===== src/rtl/sdram_rd_engine.sv =====
// SDRAM read sequencer: one request -> ACT/READ/BST/PRE, returned burst captured with a valid strobe.
// Build option SDR_RD_OPEN_ROW_EN keeps rows open between bursts using a per-bank open-row table.
module sdram_rd_engine #(
    parameter int DATA_W  = 16,
    parameter int BANK_W  = 2,
    parameter int ROW_W   = 13,
    parameter int COL_W   = 9,
    parameter int BURST_W = 10,
    parameter int T_RCD   = 2,
    parameter int CAS_LAT = 3,
    parameter int T_RP    = 2
) (
    input  logic                          clk,
    input  logic                          rst,
    input  logic                          init_end,
    input  logic                          rd_req,
    input  logic [BANK_W+ROW_W+COL_W-1:0] rd_addr,
    input  logic [BURST_W-1:0]            rd_burst_len,
    input  logic                          close_req,
    output logic                          rd_gnt,
    output logic                          rd_busy,
    output logic                          rd_valid,
    output logic [DATA_W-1:0]             rd_data,
    output logic                          rd_end,
    output logic                          close_done,
    input  logic [DATA_W-1:0]             rd_sdram_dq,
    output logic [3:0]                    rd_sdram_cmd,
    output logic [BANK_W-1:0]             rd_sdram_bank,
    output logic [ROW_W-1:0]              rd_sdram_addr
);
    localparam int ADDR_W = BANK_W + ROW_W + COL_W;
    localparam int CNT_W  = BURST_W + 2;

    localparam logic [3:0] CMD_NOP = 4'b0111;
    localparam logic [3:0] CMD_ACT = 4'b0011;
    localparam logic [3:0] CMD_RD  = 4'b0101;
    localparam logic [3:0] CMD_BST = 4'b0110;
    localparam logic [3:0] CMD_PRE = 4'b0010;

    localparam logic [ROW_W-1:0] A10_ONLY   = ROW_W'(11'h400);
    localparam logic [CNT_W-1:0] TRCD_LAST  = CNT_W'(T_RCD - 2);
    localparam logic [CNT_W-1:0] CL_LAST    = CNT_W'(CAS_LAT - 1);
    localparam logic [CNT_W-1:0] TRP_LAST   = CNT_W'(T_RP - 1);
`ifdef SDR_RD_OPEN_ROW_EN
    localparam int               NBANK      = 1 << BANK_W;
    localparam logic [CNT_W-1:0] TRP_ACT_LAST = CNT_W'(T_RP - 2);
`endif

    typedef enum logic [3:0] {
        S_IDLE, S_ACT, S_TRCD, S_READ, S_CL, S_DATA,
        S_PRE, S_TRP, S_END, S_CLOSE, S_CLOSE_TRP
    } state_e;

    state_e               state_q, state_d;
    logic [CNT_W-1:0]     cnt_q, cnt_d;
    logic [BANK_W-1:0]    bank_q, bank_d;
    logic [ROW_W-1:0]     row_q, row_d;
    logic [COL_W-1:0]     col_q, col_d;
    logic [BURST_W-1:0]   len_q, len_d;
    logic [3:0]           cmd_q, cmd_d;
    logic [BANK_W-1:0]    sd_bank_q, sd_bank_d;
    logic [ROW_W-1:0]     sd_addr_q, sd_addr_d;
    logic                 gnt_q, gnt_d, busy_q, busy_d, valid_q, valid_d;
    logic                 end_q, end_d, cdone_q, cdone_d;
    logic [DATA_W-1:0]    data_q, data_d;
    logic                 capture;
`ifdef SDR_RD_OPEN_ROW_EN
    logic [NBANK-1:0]     open_vld_q, open_vld_d;
    logic [ROW_W-1:0]     open_row_q [NBANK];
    logic [ROW_W-1:0]     open_row_d [NBANK];
`endif

    logic [BANK_W-1:0]    in_bank;
    logic [ROW_W-1:0]     in_row;
    logic [CNT_W-1:0]     len_ext, len_m1, bst_in_data;

    assign in_bank     = rd_addr[ADDR_W-1 -: BANK_W];
    assign in_row      = rd_addr[COL_W +: ROW_W];
    assign len_ext     = CNT_W'(len_q);
    assign len_m1      = len_ext - CNT_W'(1);
    // BST lands at READ+L, which falls either inside the CAS wait or inside the data phase.
    assign bst_in_data = len_m1 - CNT_W'(CAS_LAT);

    always_comb begin
        // NOTE: every variable gets a default here so no path through the case infers a latch.
        state_d   = state_q;
        bank_d    = bank_q;
        row_d     = row_q;
        col_d     = col_q;
        len_d     = len_q;
        cmd_d     = CMD_NOP;
        sd_bank_d = '1;
        sd_addr_d = '1;
        gnt_d     = 1'b0;
        end_d     = 1'b0;
        cdone_d   = 1'b0;
        capture   = 1'b0;
`ifdef SDR_RD_OPEN_ROW_EN
        open_vld_d = open_vld_q;
        open_row_d = open_row_q;
`endif
        case (state_q)
            S_IDLE: if (init_end) begin
                if (close_req) begin
                    state_d = S_CLOSE;
                end else if (rd_req) begin
                    gnt_d  = 1'b1;
                    bank_d = in_bank;
                    row_d  = in_row;
                    col_d  = rd_addr[COL_W-1:0];
                    len_d  = (rd_burst_len == '0) ? BURST_W'(1) : rd_burst_len;
`ifdef SDR_RD_OPEN_ROW_EN
                    if (!open_vld_q[in_bank])                state_d = S_ACT;
                    else if (open_row_q[in_bank] == in_row)  state_d = S_READ;
                    else                                     state_d = S_PRE;
`else
                    state_d = S_ACT;
`endif
                end
            end
            S_ACT: begin
                cmd_d     = CMD_ACT;
                sd_bank_d = bank_q;
                sd_addr_d = row_q;
`ifdef SDR_RD_OPEN_ROW_EN
                open_vld_d[bank_q] = 1'b1;
                open_row_d[bank_q] = row_q;
`endif
                state_d = (T_RCD > 1) ? S_TRCD : S_READ;
            end
            S_TRCD: if (cnt_q == TRCD_LAST) state_d = S_READ;
            S_READ: begin
                cmd_d     = CMD_RD;
                sd_bank_d = bank_q;
                sd_addr_d = ROW_W'(col_q);
                state_d   = S_CL;
            end
            S_CL: begin
                if (cnt_q == len_m1) cmd_d = CMD_BST;
`ifdef SDR_RD_OPEN_ROW_EN
                if (cnt_q == CL_LAST) state_d = S_DATA;
`else
                if (cnt_q == CL_LAST) state_d = (len_q == BURST_W'(1)) ? S_PRE : S_DATA;
`endif
            end
            S_DATA: begin
                capture = 1'b1;
                if (cnt_q == bst_in_data) cmd_d = CMD_BST;
`ifdef SDR_RD_OPEN_ROW_EN
                if (cnt_q == len_m1) begin
                    state_d = S_END;
                    end_d   = 1'b1;
                end
`else
                if (cnt_q == len_ext - CNT_W'(2)) state_d = S_PRE;
`endif
            end
`ifdef SDR_RD_OPEN_ROW_EN
            // Row miss: close only the addressed bank, then reopen it on the new row.
            S_PRE: begin
                cmd_d     = CMD_PRE;
                sd_bank_d = bank_q;
                sd_addr_d = '0;
                open_vld_d[bank_q] = 1'b0;
                state_d   = (T_RP > 1) ? S_TRP : S_ACT;
            end
            S_TRP: if (cnt_q == TRP_ACT_LAST) state_d = S_ACT;
`else
            S_PRE: begin
                capture   = 1'b1;
                cmd_d     = CMD_PRE;
                sd_bank_d = bank_q;
                sd_addr_d = A10_ONLY;
                state_d   = S_TRP;
            end
            S_TRP: if (cnt_q == TRP_LAST) begin
                state_d = S_END;
                end_d   = 1'b1;
            end
`endif
            S_END: state_d = S_IDLE;
            S_CLOSE: begin
                cmd_d     = CMD_PRE;
                sd_addr_d = A10_ONLY;
`ifdef SDR_RD_OPEN_ROW_EN
                open_vld_d = '0;
`endif
                state_d   = S_CLOSE_TRP;
            end
            S_CLOSE_TRP: if (cnt_q == TRP_LAST) begin
                state_d = S_IDLE;
                cdone_d = 1'b1;
            end
            default: state_d = S_IDLE;
        endcase

        cnt_d   = (state_d != state_q || state_d == S_IDLE) ? '0 : cnt_q + CNT_W'(1);
        busy_d  = !(state_d inside {S_IDLE, S_CLOSE, S_CLOSE_TRP});
        valid_d = capture;
        data_d  = capture ? rd_sdram_dq : '0;
    end

    always_ff @(posedge clk) begin
        if (rst) begin
            state_q   <= S_IDLE;
            cnt_q     <= '0;
            bank_q    <= '0;
            row_q     <= '0;
            col_q     <= '0;
            len_q     <= '0;
            cmd_q     <= CMD_NOP;
            sd_bank_q <= '1;
            sd_addr_q <= '1;
            gnt_q     <= 1'b0;
            busy_q    <= 1'b0;
            valid_q   <= 1'b0;
            end_q     <= 1'b0;
            cdone_q   <= 1'b0;
            data_q    <= '0;
`ifdef SDR_RD_OPEN_ROW_EN
            open_vld_q <= '0;
            for (int b = 0; b < NBANK; b++) open_row_q[b] <= '0;
`endif
        end else begin
            state_q   <= state_d;
            cnt_q     <= cnt_d;
            bank_q    <= bank_d;
            row_q     <= row_d;
            col_q     <= col_d;
            len_q     <= len_d;
            cmd_q     <= cmd_d;
            sd_bank_q <= sd_bank_d;
            sd_addr_q <= sd_addr_d;
            gnt_q     <= gnt_d;
            busy_q    <= busy_d;
            valid_q   <= valid_d;
            end_q     <= end_d;
            cdone_q   <= cdone_d;
            data_q    <= data_d;
`ifdef SDR_RD_OPEN_ROW_EN
            open_vld_q <= open_vld_d;
            open_row_q <= open_row_d;
`endif
        end
    end

    assign rd_gnt        = gnt_q;
    assign rd_busy       = busy_q;
    assign rd_valid      = valid_q;
    assign rd_data       = data_q;
    assign rd_end        = end_q;
    assign close_done    = cdone_q;
    assign rd_sdram_cmd  = cmd_q;
    assign rd_sdram_bank = sd_bank_q;
    assign rd_sdram_addr = sd_addr_q;
endmodule


===== config.mk =====
export PLATFORM = sky130hd
export DESIGN_NAME = sdram_rd_engine
export DESIGN_NICKNAME = d
export VERILOG_FILES = /design/src/rtl/sdram_rd_engine.sv
export SDC_FILE = /design/constraint.sdc
export NUM_CORES = 1
export LEC_CHECK = 0
export ABC_CLOCK_PERIOD_IN_PS = 2800
export CAP_MARGIN = 20
export CORE_MARGIN = 2
export CORE_UTILIZATION = 45
export CTS_CLUSTER_SIZE = 25
export DETAILED_ROUTE_END_ITERATION = 16
export PLACE_DENSITY_LB_ADDON = 0.2
export SYNTH_ARGS = -nofsm -noshare
export SYNTH_HDL_FRONTEND = slang
export SYNTH_SLANG_ARGS = --single-unit

===== constraint.sdc =====
create_clock -name clk -period 2.8 [get_ports clk]
set_input_delay 0.42 -clock clk [delete_from_list [all_inputs] [get_ports clk]]
set_output_delay 0.42 -clock clk [all_outputs]
set_load 0.1 [all_outputs]

Word-level counts from Yosys, hierarchy flattened
Index checks and enable logic that the tools add are counted.
{"block": "totals", "reg_bits": 90, "in_bits": 55, "output_inout_bits": 40, "elab_cells": 79}
{"block": "classes", "add_sub_neg": 4, "eq_ne": 18, "mux": 18, "n_bitwise": 7, "n_reduce_logical": 17}
{"cell": "case mux 4 bit (10 select lines)", "count": 1}
{"cell": "case mux 13 bit (3 select lines)", "count": 1}
{"cell": "equality test 12 bit", "count": 3}
{"cell": "two-way mux 4 bit", "count": 8}
{"cell": "equality test 4 x 3 -> 1 bit (second input constant)", "count": 4}
{"cell": "equality test 4 bit (second input constant)", "count": 4}
{"cell": "case mux 3 bit (5 select lines)", "count": 1}
{"cell": "OR reduction 2 bit", "count": 7}
{"cell": "adder 12 x 1 -> 12 bit (second input constant)", "count": 1}
{"cell": "equality test 12 x 1 -> 1 bit (second input constant)", "count": 1}
{"cell": "equality test 12 x 2 -> 1 bit (second input constant)", "count": 1}
{"cell": "logical NOT 12 bit", "count": 1}
{"cell": "subtractor 11 x 3 -> 12 bit (second input constant)", "count": 1}
{"cell": "subtractor 10 x 1 -> 11 bit (second input constant)", "count": 1}
{"cell": "subtractor 10 x 2 -> 11 bit (second input constant)", "count": 1}
{"cell": "equality test 10 x 1 -> 1 bit (second input constant)", "count": 1}
{"cell": "logical NOT 10 bit", "count": 1}
{"cell": "two-way mux 10 bit", "count": 1}
{"cell": "equality test 4 x 2 -> 1 bit (second input constant)", "count": 2}
{"cell": "logical NOT 4 bit", "count": 2}
{"cell": "inverter 1 bit", "count": 7}
{"cell": "two-way mux 1 bit", "count": 5}
{"cell": "equality test 4 x 1 -> 1 bit (second input constant)", "count": 1}
{"cell": "!= test 4 bit", "count": 1}
{"cell": "7 further kinds", "count": 7}

Logic depth before layout (Yosys ltp)
Gate-level depths: netlist (run 1).
{"block": "depth", "word_depth": 7, "mapped_depth": 12, "depth_no_buf": 9}

Worst setup path before layout (run 1)
No wires, ideal clock.
{"block": "synth_path", "path_kind": "flip-flop to flip-flop", "from": "register len_q[2]", "to": "register cmd_q[0], in the netlist rd_sdram_cmd[0]", "setup_time_ps": 136, "arrival_time_ps": 2274, "path_slack_ps": 390, "path_stages_with_launch": 12, "n_path_buf": 2, "cell_sequence": "dfxtp_1 -> buf_2 -> inv_1 -> ha_1 -> buf_2 -> a21boi_1 -> xnor2_1 -> a21oi_1 -> a2111oi_4 -> nand4_1 -> o41ai_2 -> o211ai_1"}
{"block": "synth_between", "elab_chain_len": 5, "elab_cells_between_ends": 7, "cone_classes": "add/sub: 2; eq/ne: 2; mux: 3"}
{"item": "from (decl)", "line": "59", "source": "logic [BURST_W-1:0] len_q, len_d;"}
{"item": "from (signal assigned)", "line": "230", "source": "len_q <= len_d;"}
{"item": "subtractor 10 x 1 -> 11 bit (*)", "line": "80", "source": "assign len_m1 = len_ext - CNT_W'(1);"}
{"item": "subtractor 11 x 3 -> 12 bit", "line": "82", "source": "assign bst_in_data = len_m1 - CNT_W'(CAS_LAT);"}
{"item": "equality test 12 bit", "line": "148", "source": "if (cnt_q == bst_in_data) cmd_d = CMD_BST;"}
{"item": "two-way mux 1 bit", "line": "148"}
{"item": "case mux 3 bit (5 select lines) (*)", "line": "102", "source": "case (state_q)"}
{"item": "to (signal assigned)", "line": "231", "source": "cmd_q <= cmd_d;"}
{"item": "to (decl)", "line": "60", "source": "logic [3:0] cmd_q, cmd_d;"}
Every way passes the cells marked *; elsewhere a longest branch is shown, timed or not.
A chain may end at the register's enable or synchronous reset.

Final worst setup path (run 1)
{"block": "layout_path", "from": "register len_q[1]", "to": "register cmd_q[0], in the netlist rd_sdram_cmd[0]"}
Same word-level chain as after synthesis.

==> results of run 1 <==
[timing repair]
action | 4_1_cts | 5_1_grt
hold endpoints to repair | 0 | 0
gates resized for setup | 0 | 2
setup endpoints to repair | 0 | 1
[synthesized netlist by cell type, types with 9 or more instances]
cell,number
clkbuf_1,22
xnor2_1,26
xor2_1,19
nand4_1,10
dfxtp_1,89
a221o_1,9
buf_2,10
nand3_1,13
nand2b_1,9
nor3_1,9
a21oi_1,46
nand2_1,86
inv_1,10
and2_1,18
nor2_1,37
o21ai_0,9
[power by group]
part           switching, mW  internal, mW
registers             0.0495          1.32
logic                  0.553         0.297
clock network          0.490         0.334
total                   1.09          1.96
[final cells by class]
type | instances | area, µm² | share of cell area, %
Inverter | 10 | 37.5 | 0.698
Timing Repair Buffer | 107 | 951 | 17.7
Tap cell | 111 | 139 | 2.58
Clock inverter | 6 | 51.3 | 0.954
Clock buffer | 10 | 128 | 2.37
Sequential cell | 89 | 1780 | 33.1
Multi-Input combinational cell | 374 | 2290 | 42.6
[routing by layer]
metal / up-vias / GRT usage (%)
met2: 115 / 33.7
met3: 14 / 4.30
met4: 0 / 6.76
met1: 1780 / 28.5
li1: 1896 / -
met5: - / 0
[layout by cell type (no fill, tap or decap), types with 3 or more instances in the layout]
cell type | netlist | routed
dfxtp_1 | 89 | 89
nand2_1 | 86 | 86
clkdlybuf4s50_1 | 0 | 54
buf_4 | 1 | 52
a21oi_1 | 46 | 46
nor2_1 | 37 | 37
xnor2_1 | 26 | 26
xor2_1 | 19 | 19
and2_1 | 18 | 18
nand3_1 | 13 | 13
inv_1 | 10 | 10
nand4_1 | 10 | 10
nand2b_1 | 9 | 9
o21ai_0 | 9 | 9
a221o_1 | 9 | 9
clkbuf_8 | 0 | 9
nor3_1 | 9 | 8
ha_1 | 8 | 8
nor2b_1 | 8 | 7
nor4_1 | 8 | 7
and3_1 | 6 | 6
a31oi_1 | 4 | 4
mux2i_1 | 4 | 4
a21o_1 | 4 | 4
nor3b_1 | 3 | 3
nand4b_1 | 3 | 3
or4_1 | 3 | 3
clkinvlp_4 | 0 | 3
[how the worst max path moves through the flow]
stage / to / slack [ns] / from
global placement: rd_sdram_cmd[0] / 0.28 / len_q[1]
finish: rd_sdram_cmd[0] / 0.17 / len_q[1]
global route: rd_sdram_cmd[0] / -0.02 / len_q[1]
detailed placement: rd_sdram_cmd[0] / 0.16 / len_q[1]
floorplan: rd_sdram_cmd[0] / 0.39 / len_q[2]
CTS: rd_sdram_cmd[0] / 0.15 / len_q[1]
[registers in the layout, indices dropped and copies added, names as in the netlist]
name / count
bank_q: 2
close_done: 1
cnt_q: 12
col_q: 9
len_q: 10
rd_busy: 1
rd_data: 16
rd_end: 1
rd_gnt: 1
rd_sdram_addr: 13
rd_sdram_bank: 2
rd_sdram_cmd: 3
rd_valid: 1
row_q: 13
state_q: 4
[kinds of logic (layout without fill, tap and decap cells)]
family | after synthesis | count (layout) | synth area share, %
xor gates and xnor gates | 45 | 45 | 9.29
buffers and inverters | 44 | 133 | 4.45
DFF | 89 | 89 | 42.0
adders and majority gates | 8 | 8 | 2.36
and+or+nand+nor | 223 | 223 | 26.2
muxes | 5 | 5 | 1.21
other | 1 | 1 | 0.0884
AOI/OAI and AO/OA | 92 | 92 | 14.4
[per-stage QoR]
stage	power [mW]	instance area (µm²)	hold WS [ns]	worst slack (ns)	utilization (%)
finish	3.05	5380	0.459	0.172	58.4
CTS	3.06	5360	0.461	0.154	58.3
detailed placement	2.25	5180	0.446	0.162	56.4
global route	3.18	5380	0.482	-0.0151	58.4
floorplan	2.01	4240	0.416	0.390	-
global placement	2.24	5180	0.428	0.278	56.4
[critical path, stage by stage, from the launching register on]
cell and delay, ns:
dfxtp_1 0.42, inv_1 0.13, ha_1 0.32, a21boi_1 0.37, xnor2_1 0.19, and3_4 0.20, a2111oi_4 0.30, nand4_1 0.15
o41ai_2 0.33, o211ai_1 0.12
==> summary.md, run 1 <==
| Metric | Value |
|---|---|
| Worst R2R Start | len_q[1] |
| Residual DRC count | 0 |
| Post-CTS setup buffer count | 0 |
| Routed wire per std cell | 15.0 µm |
| Critical path arrival | 2.86 ns |
| EDFF count, synth | 0 |
| Die X | 101 µm |
| IO Count | 95 |
| Post-synth top area cell | dfxtp_1 |
| CTS Hold Bufs | 0 |
| Reg2Reg Depth | 9 |
| Vias in the first global route | 3,589 |
| Unrepaired setup endpoints after global routing | true |
| Row count | 35 |
| Highest net fanout along the worst path | 9 |
| Setup_tns | 0 ns |
| Slew @ Worst Pin | 0.644 ns |
| Ys Warns | 0 |
| Vias | 3,805 |
| First-pass GRT wire length | 17.3 mm |
| Final Instance Count excl. Fillers | 707 |
| Total GRT Usage | 21.0% |
| Gpl congestion | 0.902 |
| Clock transition at the registers of the reported paths | 0.10 ns |
| Clock Sinks | 89 |
| Register area share after synthesis | 42.0% |
| Most area-consuming cells after synthesis | dfxtp_1 42%, nand2_1 7.6%, a21oi_1 5.4%, xnor2_1 5.4%, xor2_1 3.9% |
| Core ar. | 0.00920 mm² |
| Placed Cells | 691 |
| Ys async rst share | 0% |
| Flops & latches, synth | 89 |
| Synth Flop Type | dfxtp_1 |
| Final ANT Viol Nets | 0 |
| Met3 routed WL | 575 µm |
| Maximum buffer depth of the clock tree | 2 |
| Grt total ovfl | 0 |
| Drt initial violations | 194 |
| Pre-Repair DR Iteration Count | 7 |
| Final Max Slew Viols | 0 |
| Leakage power | 2.07 nW |
| N_diodes | 0 |
| Fin. Hold Viols | 0 |
| Area delta synth->final | 26.7% |
| Synth Area per Inst | 8.37 µm² |
| Hold Path Class | reg2reg |
| Largest net degree at the start of global routing | 45 |
| Initial antenna violation count | 0 |
| Max-slew headroom | 57.0% |
| Fmax | 381 MHz |
| Final worst path period share | 93.8% |
| Hold path cells | 2 |
| Setup Viol. Count Final | 0 |
| Die Height | 101 µm |
| RR Endpoint | rd_sdram_cmd[0] |
| IO Port Bufs | 93 |
| Initial Utilization | 46.1% |
| Status | finished, final reports clean |
| Clock Skews | 0.0151 ns |
| Die area | 0.0102 mm² |
| Syn Nets | 570 |
| Peak supply drop | 415 µV |
| Crit Path Category | reg2reg |
| Yosys cell types | 55 |
| H-tree depth | 3 |
| Synthesized cell area | 0.00424 mm² |
| CTS tree | built |
| HPWL after DPL | 7.72 mm |
| Flop2flop setup slack | 0.17 ns |
| Power per cell area | 567 mW/mm² |
| Final min period | 2.63 ns |
| Share of the synthesized area in the top cell type | 42.0% |
| M1 wire length | 4.90 mm |
| Root Buffer | clkbuf_8 |
| Clock Latency Late Sink | 0.36 ns |
| Max-Cap Viols | 0 |
| Ratio of cells with drive above 1 in the final layout | 13.3% |
| Crit. End Element | flip-flop |
| Fillers | 872 |
| Worst-case hold path end point | row_q[1] |
| TritonCTS buffer count | 9 |
| Met2 wire length | 4.98 mm |
| WP data required | 3.04 ns |
| Fin nets | 654 |
| WL final | 10.6 mm |
| Post-Syn Instances | 507 |
| Vias per std cell | 5.38 |
| Hold path startpoint | row_q[1] |
| Startpoint type of the worst setup path | flip-flop |
| Top sig layer | met4 |
Power figures use the tool's default switching activity.
==> run 2: changes to the inputs <==
--- a/config.mk
+++ b/config.mk
@@ -7,11 +7,13 @@
 export LEC_CHECK = 0
 export ABC_CLOCK_PERIOD_IN_PS = 2800
 export CAP_MARGIN = 20
+export CORE_ASPECT_RATIO = 1.2
 export CORE_MARGIN = 2
 export CORE_UTILIZATION = 45
 export CTS_CLUSTER_SIZE = 25
 export DETAILED_ROUTE_END_ITERATION = 16
 export PLACE_DENSITY_LB_ADDON = 0.2
+export REMOVE_ABC_BUFFERS = 1
 export SYNTH_ARGS = -nofsm -noshare
 export SYNTH_HDL_FRONTEND = slang
 export SYNTH_SLANG_ARGS = --single-unit
==> run 2 against run 1 <==
Compared with the run above: flip-flop and latch count stayed put; power is 2.5% higher; maximum frequency is 1.9% higher; clock power grew 8.5%; clock skew fell by 0.0040 ns; via count barely moved; global-route usage is 0.28 points lower; non-clock buffer count rose by 4; core utilization up 1.0 points; largest power group unchanged.
==> summary.md, run 2 (same netlist as run 1, synthesis figures left out) <==
| Metric | Value |
|---|---|
| Status | finished, final reports clean |
| Crit. End Element | flip-flop |
| Hold Path Class | reg2reg |
| Unrepaired setup endpoints after global routing | false |
| Worst R2R Start | len_q[1] |
| Power per cell area | 576 mW/mm² (+1.5%) |
| Ratio of cells with drive above 1 in the final layout | 14.2% (+0.91 points) |
| Setup_tns | 0 ns (unchanged) |
| Fillers | 843 (-3.3%) |
| Reg2Reg Depth | 10 (+1) |
| N_diodes | 0 (unchanged) |
| Largest register FFs | 16 (unchanged) |
| Slew @ Worst Pin | 0.595 ns (-0.0491 ns) |
| Switching power | 1.08 mW (-1.3%) |
| WP data required | 3.02 ns (-0.02 ns) |
| Crit Path Category | reg2reg |
| RR Endpoint | rd_sdram_cmd[0] |
| Worst-case hold path end point | rd_sdram_bank[0] |
| HPWL after DPL | 7.94 mm (+2.9%) |
| Final ANT Viol Nets | 0 (unchanged) |
| Row count | 38 (+8.6%) |
| Die X | 92.7 µm (-8.4%) |
| Die area | 0.0102 mm² (about the same) |
| Final min period | 2.58 ns (-0.0500 ns) |
| Area delta synth->final | 27.9% |
| Hold path startpoint | bank_q[0] |
| Fin nets | 658 (+0.61%) |
| Clock Latency Late Sink | 0.36 ns (about the same) |
| Max-Cap Viols | 0 (unchanged) |
| Sw Share | 34.5% (-1.3 points) |
| WHS | 0.447 ns (-0.0111 ns) |
| Vias | 3,806 (+0.026%) |
| Leakage power | 2.10 nW (+1.3%) |
| Residual DRC count | 0 (unchanged) |
| Clk network pwr share | 28.6% (+1.6 points) |
| Largest net degree at the start of global routing | 34 (-24%) |
| First-pass GRT wire length | 16.8 mm (-2.7%) |
| Fin. Hold Viols | 0 (unchanged) |
| Final Max Slew Viols | 0 (unchanged) |
| Initial Utilization | 46.5% (+0.34 points) |
| Die Height | 110 µm (+9.2%) |
| Drt initial violations | 136 (-30%) |
| H-tree depth | 3 (unchanged) |
| Clock transition at the registers of the reported paths | 0.09 ns (about the same) |
| Maximum buffer depth of the clock tree | 2 (unchanged) |
| Multi-input logic area | 0.00229 mm² (+0.16%) |
| Critical path arrival | 2.80 ns (-0.06 ns) |
| Most frequent cells in the layout | 89 x dfxtp_1, 86 x nand2_1, 57 x buf_4 |
| Post-CTS setup buffer count | 0 (unchanged) |
| Hold path cells | 1 (-1) |
| Max-slew headroom | 60.3% (+3.3 points) |
| Comb pwr share | 27.3% (-0.6 points) |
| Clock Skews | 0.0111 ns (-0.00400 ns) |
| Routed wire per std cell | 14.7 µm (-2.5%) |
| Pre-Repair DR Iteration Count | 4 (-3) |
| Core ar. | 0.00913 mm² (-0.73%) |
| CTS tree | built |
| Initial antenna violation count | 0 (unchanged) |
| Flop2flop setup slack | 0.22 ns (+0.05 ns) |
| Grt total ovfl | 0 (unchanged) |
| Fmax | 388 MHz (+1.9%) |
| Internal | 2.05 mW (+4.7%) |
| Vias in the first global route | 3,425 (-4.6%) |
| Peak supply drop | 253 µV (-39%) |
| Highest net fanout along the worst path | 7 (-2) |
| Clock Sinks | 89 (unchanged) |
| Vias per std cell | 5.29 (-1.8%) |
| IO Count | 95 (unchanged) |
| CTS Hold Bufs | 0 (unchanged) |
| WL final | 10.6 mm (-0.71%) |
| Commonest non-fill, non-tap cell in the layout | dfxtp_1 |
| TritonCTS buffer count | 9 (unchanged) |
| FF+latch area | 0.00178 mm² (unchanged) |
| IO Port Bufs | 93 (unchanged) |
| Reg power frac | 44.1% (-1.0 points) |
| Startpoint type of the worst setup path | flip-flop |
| Final worst path period share | 92.1% (-1.8 points) |
| Gpl congestion | 0.908 (+0.63%) |
| Setup Viol. Count Final | 0 (unchanged) |
| Root Buffer | clkbuf_8 |
| Total GRT Usage | 20.7% (-0.28 points) |
==> run 2: stage by stage <==
stage	util, %	cells	area [µm²]	worst slack [ns]	total power [mW]
3_3_place_gp	57.1	704	5210	0.277	2.25
2_1_floorplan	-	473	4090	0.393	1.99
5_1_grt	59.5	720	5430	0.0278	3.27
4_1_cts	59.3	720	5410	0.185	3.14
3_5_place_dp	57.1	704	5210	0.225	2.25
6_report	59.5	720	5430	0.222	3.13
==> run 2: power by group through the flow <==
stage	registers [mW]	logic, mW	clock network, mW
3_3_place_gp	1.41	0.846	0
6_report	1.38	0.852	0.894
5_1_grt	1.39	0.915	0.973
3_5_place_dp	1.41	0.846	0
2_1_floorplan	1.63	0.356	0
4_1_cts	1.38	0.849	0.915
==> run 2: per-layer routing <==
layer	track usage [%]	vias to the layer above	wire, µm
met5	0	-	0
met4	8.40	0	315
met3	4.69	22	476
met2	36.3	104	5140
met1	24.8	1765	4630
li1	-	1915	-
==> run 2: cell type report <==
type / count / share of cell area (%)
clock buffer: 9 / 2.28
clock inverter: 7 / 1.41
inverter: 10 / 0.691
multi-input combinational: 374 / 42.2
sequential: 89 / 32.8
tap: 120 / 2.77
timing repair buffer: 111 / 17.8
==> run 2: what timing repair did <==
action	CTS	global route
resized for setup	0	3
hold endpoints to repair	0	0
endpoints found under the setup margin	0	1
==> run 2: how the worst max path moves through the flow <==
stage          startpoint  slack (ns)               to
2_1_floorplan    len_q[2]        0.39  rd_sdram_cmd[0]
3_3_place_gp     len_q[1]        0.28  rd_sdram_cmd[0]
3_5_place_dp     len_q[1]        0.23  rd_sdram_cmd[0]
4_1_cts          len_q[1]        0.19  rd_sdram_cmd[0]
5_1_grt          len_q[1]        0.03  rd_sdram_cmd[0]
6_report         len_q[1]        0.22  rd_sdram_cmd[0]
==> run 2: critical path, cell delays in order (launching register included) <==
cell and delay, ns:
dfxtp_1 0.40, inv_1 0.13, ha_1 0.26, buf_4 0.17, nor3b_1 0.17, a31oi_1 0.20, a2bb2oi_1 0.34, nor2_1 0.11
xor2_1 0.18, o41ai_2 0.36, o211ai_1 0.12
==> run 3: changes to the inputs <==
--- a/config.mk
+++ b/config.mk
@@ -5,14 +5,15 @@
 export SDC_FILE = /design/constraint.sdc
 export NUM_CORES = 1
 export LEC_CHECK = 0
-export ABC_CLOCK_PERIOD_IN_PS = 2800
+export ABC_CLOCK_PERIOD_IN_PS = 2440
 export CAP_MARGIN = 20
 export CORE_ASPECT_RATIO = 1.2
 export CORE_MARGIN = 2
 export CORE_UTILIZATION = 45
 export CTS_CLUSTER_SIZE = 25
 export DETAILED_ROUTE_END_ITERATION = 16
-export PLACE_DENSITY_LB_ADDON = 0.2
+export MAX_ROUTING_LAYER = met4
+export PLACE_DENSITY_LB_ADDON = 0.05
 export REMOVE_ABC_BUFFERS = 1
 export SYNTH_ARGS = -nofsm -noshare
 export SYNTH_HDL_FRONTEND = slang
==> constraint.sdc (replaced) <==
create_clock -name clk -period 2.44 [get_ports clk]
set_input_delay 0.366 -clock clk [delete_from_list [all_inputs] [get_ports clk]]
set_output_delay 0.366 -clock clk [all_outputs]
set_load 0.1 [all_outputs]
==> run 3 against run 2 <==
Compared with the run above: count of clock-buffer cells in the layout increased by 2; die area is the same; sequential power grew 14%; global-route usage rose by 1.9 points; register-to-register slack worse by 0.10 ns; final area increased by 3.5%; non-clock buffer count increased by 22; worst setup slack worse by 0.10 ns; combinational power is 22% higher; core utilization grew 2.1 points; power rose by 17%; critical path type unchanged; largest power group unchanged.
==> summary.md, run 3 (same netlist as run 1, synthesis figures left out) <==
| Metric | Value |
|---|---|
| Drt initial violations | 165 (+21%) |
| Max-Cap Viols | 0 (unchanged) |
| Root Buffer | clkbuf_8 |
| Ratio of cells with drive above 1 in the final layout | 18.0% (+3.8 points) |
| Area after DPL | 0.00538 mm² (+3.2%) |
| Die Height | 110 µm (unchanged) |
| Pre-Repair DR Iteration Count | 4 (unchanged) |
| Fin nets | 680 (+3.3%) |
| Met2 wire length | 5.61 mm (+9.2%) |
| Crit Path Category | reg2reg |
| Flop2flop setup slack | 0.12 ns (-0.10 ns) |
| FF+latch area | 0.00178 mm² (about the same) |
| Most frequent cells in the layout | 88 x dfxtp_1, 86 x nand2_1, 79 x buf_4 |
| Placed Cells | 726 (+3.1%) |
| WL final | 11.0 mm (+3.7%) |
| Fin. Hold Viols | 0 (unchanged) |
| Gpl congestion | 0.937 (+3.1%) |
| Multi-input logic area | 0.00231 mm² (+0.98%) |
| Die X | 92.7 µm (unchanged) |
| Slew @ Worst Pin | 0.520 ns (-0.0750 ns) |
| Post-route setup slack | 0.122 ns (-0.100 ns) |
| Clock Latency Late Sink | 0.37 ns (about the same) |
| Grt total ovfl | 0 (unchanged) |
| Max-slew headroom | 65.3% (+5.0 points) |
| Clk network pwr share | 28.4% (-0.2 points) |
| Internal | 2.42 mW (+18%) |
| First-pass GRT wire length | 17.7 mm (+5.3%) |
| Status | finished, final reports clean |
| Post-CTS setup buffer count | 0 (unchanged) |
| M1 wire length | 4.64 mm (+0.24%) |
| Total GRT Usage | 22.6% (+1.9 points) |
| Place WS | 0.0397 ns (-0.186 ns) |
| N_diodes | 0 (unchanged) |
| Final Max Slew Viols | 0 (unchanged) |
| Top sig layer | met4 |
| Hold Path Class | reg2reg |
| Routed wire per std cell | 14.8 µm (+0.67%) |
| Power per cell area | 649 mW/mm² (+13%) |
| WHS | 0.456 ns (+0.00886 ns) |
| Peak supply drop | 304 µV (+20%) |
| Comb pwr share | 28.5% (+1.2 points) |
| Row count | 38 (unchanged) |
| Commonest non-fill, non-tap cell in the layout | dfxtp_1 |
| Fmax | 431 MHz (+11%) |
| Design area | 0.00562 mm² (+3.5%) |
| Vias per std cell | 5.23 (-1.2%) |
| CTS tree | built |
| Reg power frac | 43.1% (-1.0 points) |
| Clock Sinks | 89 (unchanged) |
| Setup_tns | 0 ns (unchanged) |
| Maximum buffer depth of the clock tree | 2 (unchanged) |
| Final min period | 2.32 ns (-0.260 ns) |
| Final worst path period share | 95.0% (+2.9 points) |
| Leakage power | 2.23 nW (+6.2%) |
| HPWL after DPL | 8.36 mm (+5.2%) |
| Vias in the first global route | 3,684 (+7.6%) |
| Vias | 3,877 (+1.9%) |
| Fillers | 853 (+1.2%) |
| Final core occ | 61.6% (+2.1 points) |
| TritonCTS buffer count | 9 (unchanged) |
| Highest net fanout along the worst path | 6 (-1) |
| Met3 routed WL | 443 µm (-6.9%) |
| Clock transition at the registers of the reported paths | 0.09 ns (about the same) |
| Largest net degree at the start of global routing | 34 (unchanged) |
| Unrepaired setup endpoints after global routing | true |
| IO Port Bufs | 93 (unchanged) |
| Area delta synth->final | 32.4% |
| Die area | 0.0102 mm² (unchanged) |
| Final Instance Count excl. Fillers | 742 (+3.1%) |
| WP data required | 2.68 ns (-0.34 ns) |
| Initial antenna violation count | 0 (unchanged) |
| Sw Share | 33.6% (-0.91 points) |
| Crit. End Element | flip-flop |
| Initial Utilization | 46.5% (unchanged) |
| Largest register FFs | 16 (unchanged) |
| H-tree depth | 3 (unchanged) |
| Clock Skews | 0.00980 ns (-0.00132 ns) |
| Startpoint type of the worst setup path | flip-flop |
| Core ar. | 0.00913 mm² (unchanged) |
| Critical path arrival | 2.56 ns (-0.24 ns) |
| Switching power | 1.23 mW (+14%) |
| IO Count | 95 (unchanged) |
| Residual DRC count | 0 (unchanged) |
| Total chip power | 3.65 mW (+17%) |
| Final ANT Viol Nets | 0 (unchanged) |
| Setup Viol. Count Final | 0 (unchanged) |
run 3: changes by cell type in the layout (fill, tap and decap cells not counted), moves of 2 or more:
cell        previous run  this run
clkinvlp_4             2         0
buf_4                 57        79
nor3_1                 9         7
ha_1                   8         6
ha_2                   0         2
run 3: what timing repair did:
item	4_1_cts	5_1_grt
setup endpoints to repair	0	13
hold buffers	0	0
resized for setup	0	10
run 3: worst paths after layout:
check	from	end	cells past startpoint
hold / removal	bank_q[0]	rd_sdram_bank[0]	1
hold reg to reg	bank_q[0]	rd_sdram_bank[0]	1
setup reg to reg	len_q[1]	rd_sdram_cmd[0]	9
setup / recovery	len_q[1]	rd_sdram_cmd[0]	9
run 3: power groups by stage:
stage | Clock (mW) | Sequential, mW | Combinational [mW]
floorplan | 0 | 1.87 | 0.408
global placement | 0 | 1.60 | 1.02
detailed placement | 0 | 1.61 | 1.03
CTS | 1.07 | 1.57 | 1.03
global route | 1.12 | 1.58 | 1.12
finish | 1.04 | 1.57 | 1.04
run 3: layer usage:
layer  global-route usage [%]  up-vias
met5                        -        -
met4                     10.3        0
met3                     2.92       19
met2                     40.3       94
met1                     25.6     1807
li1                         -     1957
run 3: critical path, stage by stage (launching register included):
cell and delay [ns]:
dfxtp_1 0.35, inv_2 0.06, ha_1 0.26, a21boi_2 0.19, xnor2_1 0.26, a21oi_1 0.15, a2111oi_4 0.29, nand4_1 0.17
o41ai_2 0.34, o211ai_1 0.12
run 3: cell type report:
class,instances,area share [%]
multi-input cells,374,41.2
flip-flops and latches,89,31.7
repair buffers,133,20.2
well taps,120,2.67
clock buffers,11,2.52
clock inverters,5,1.09
inverters,10,0.668
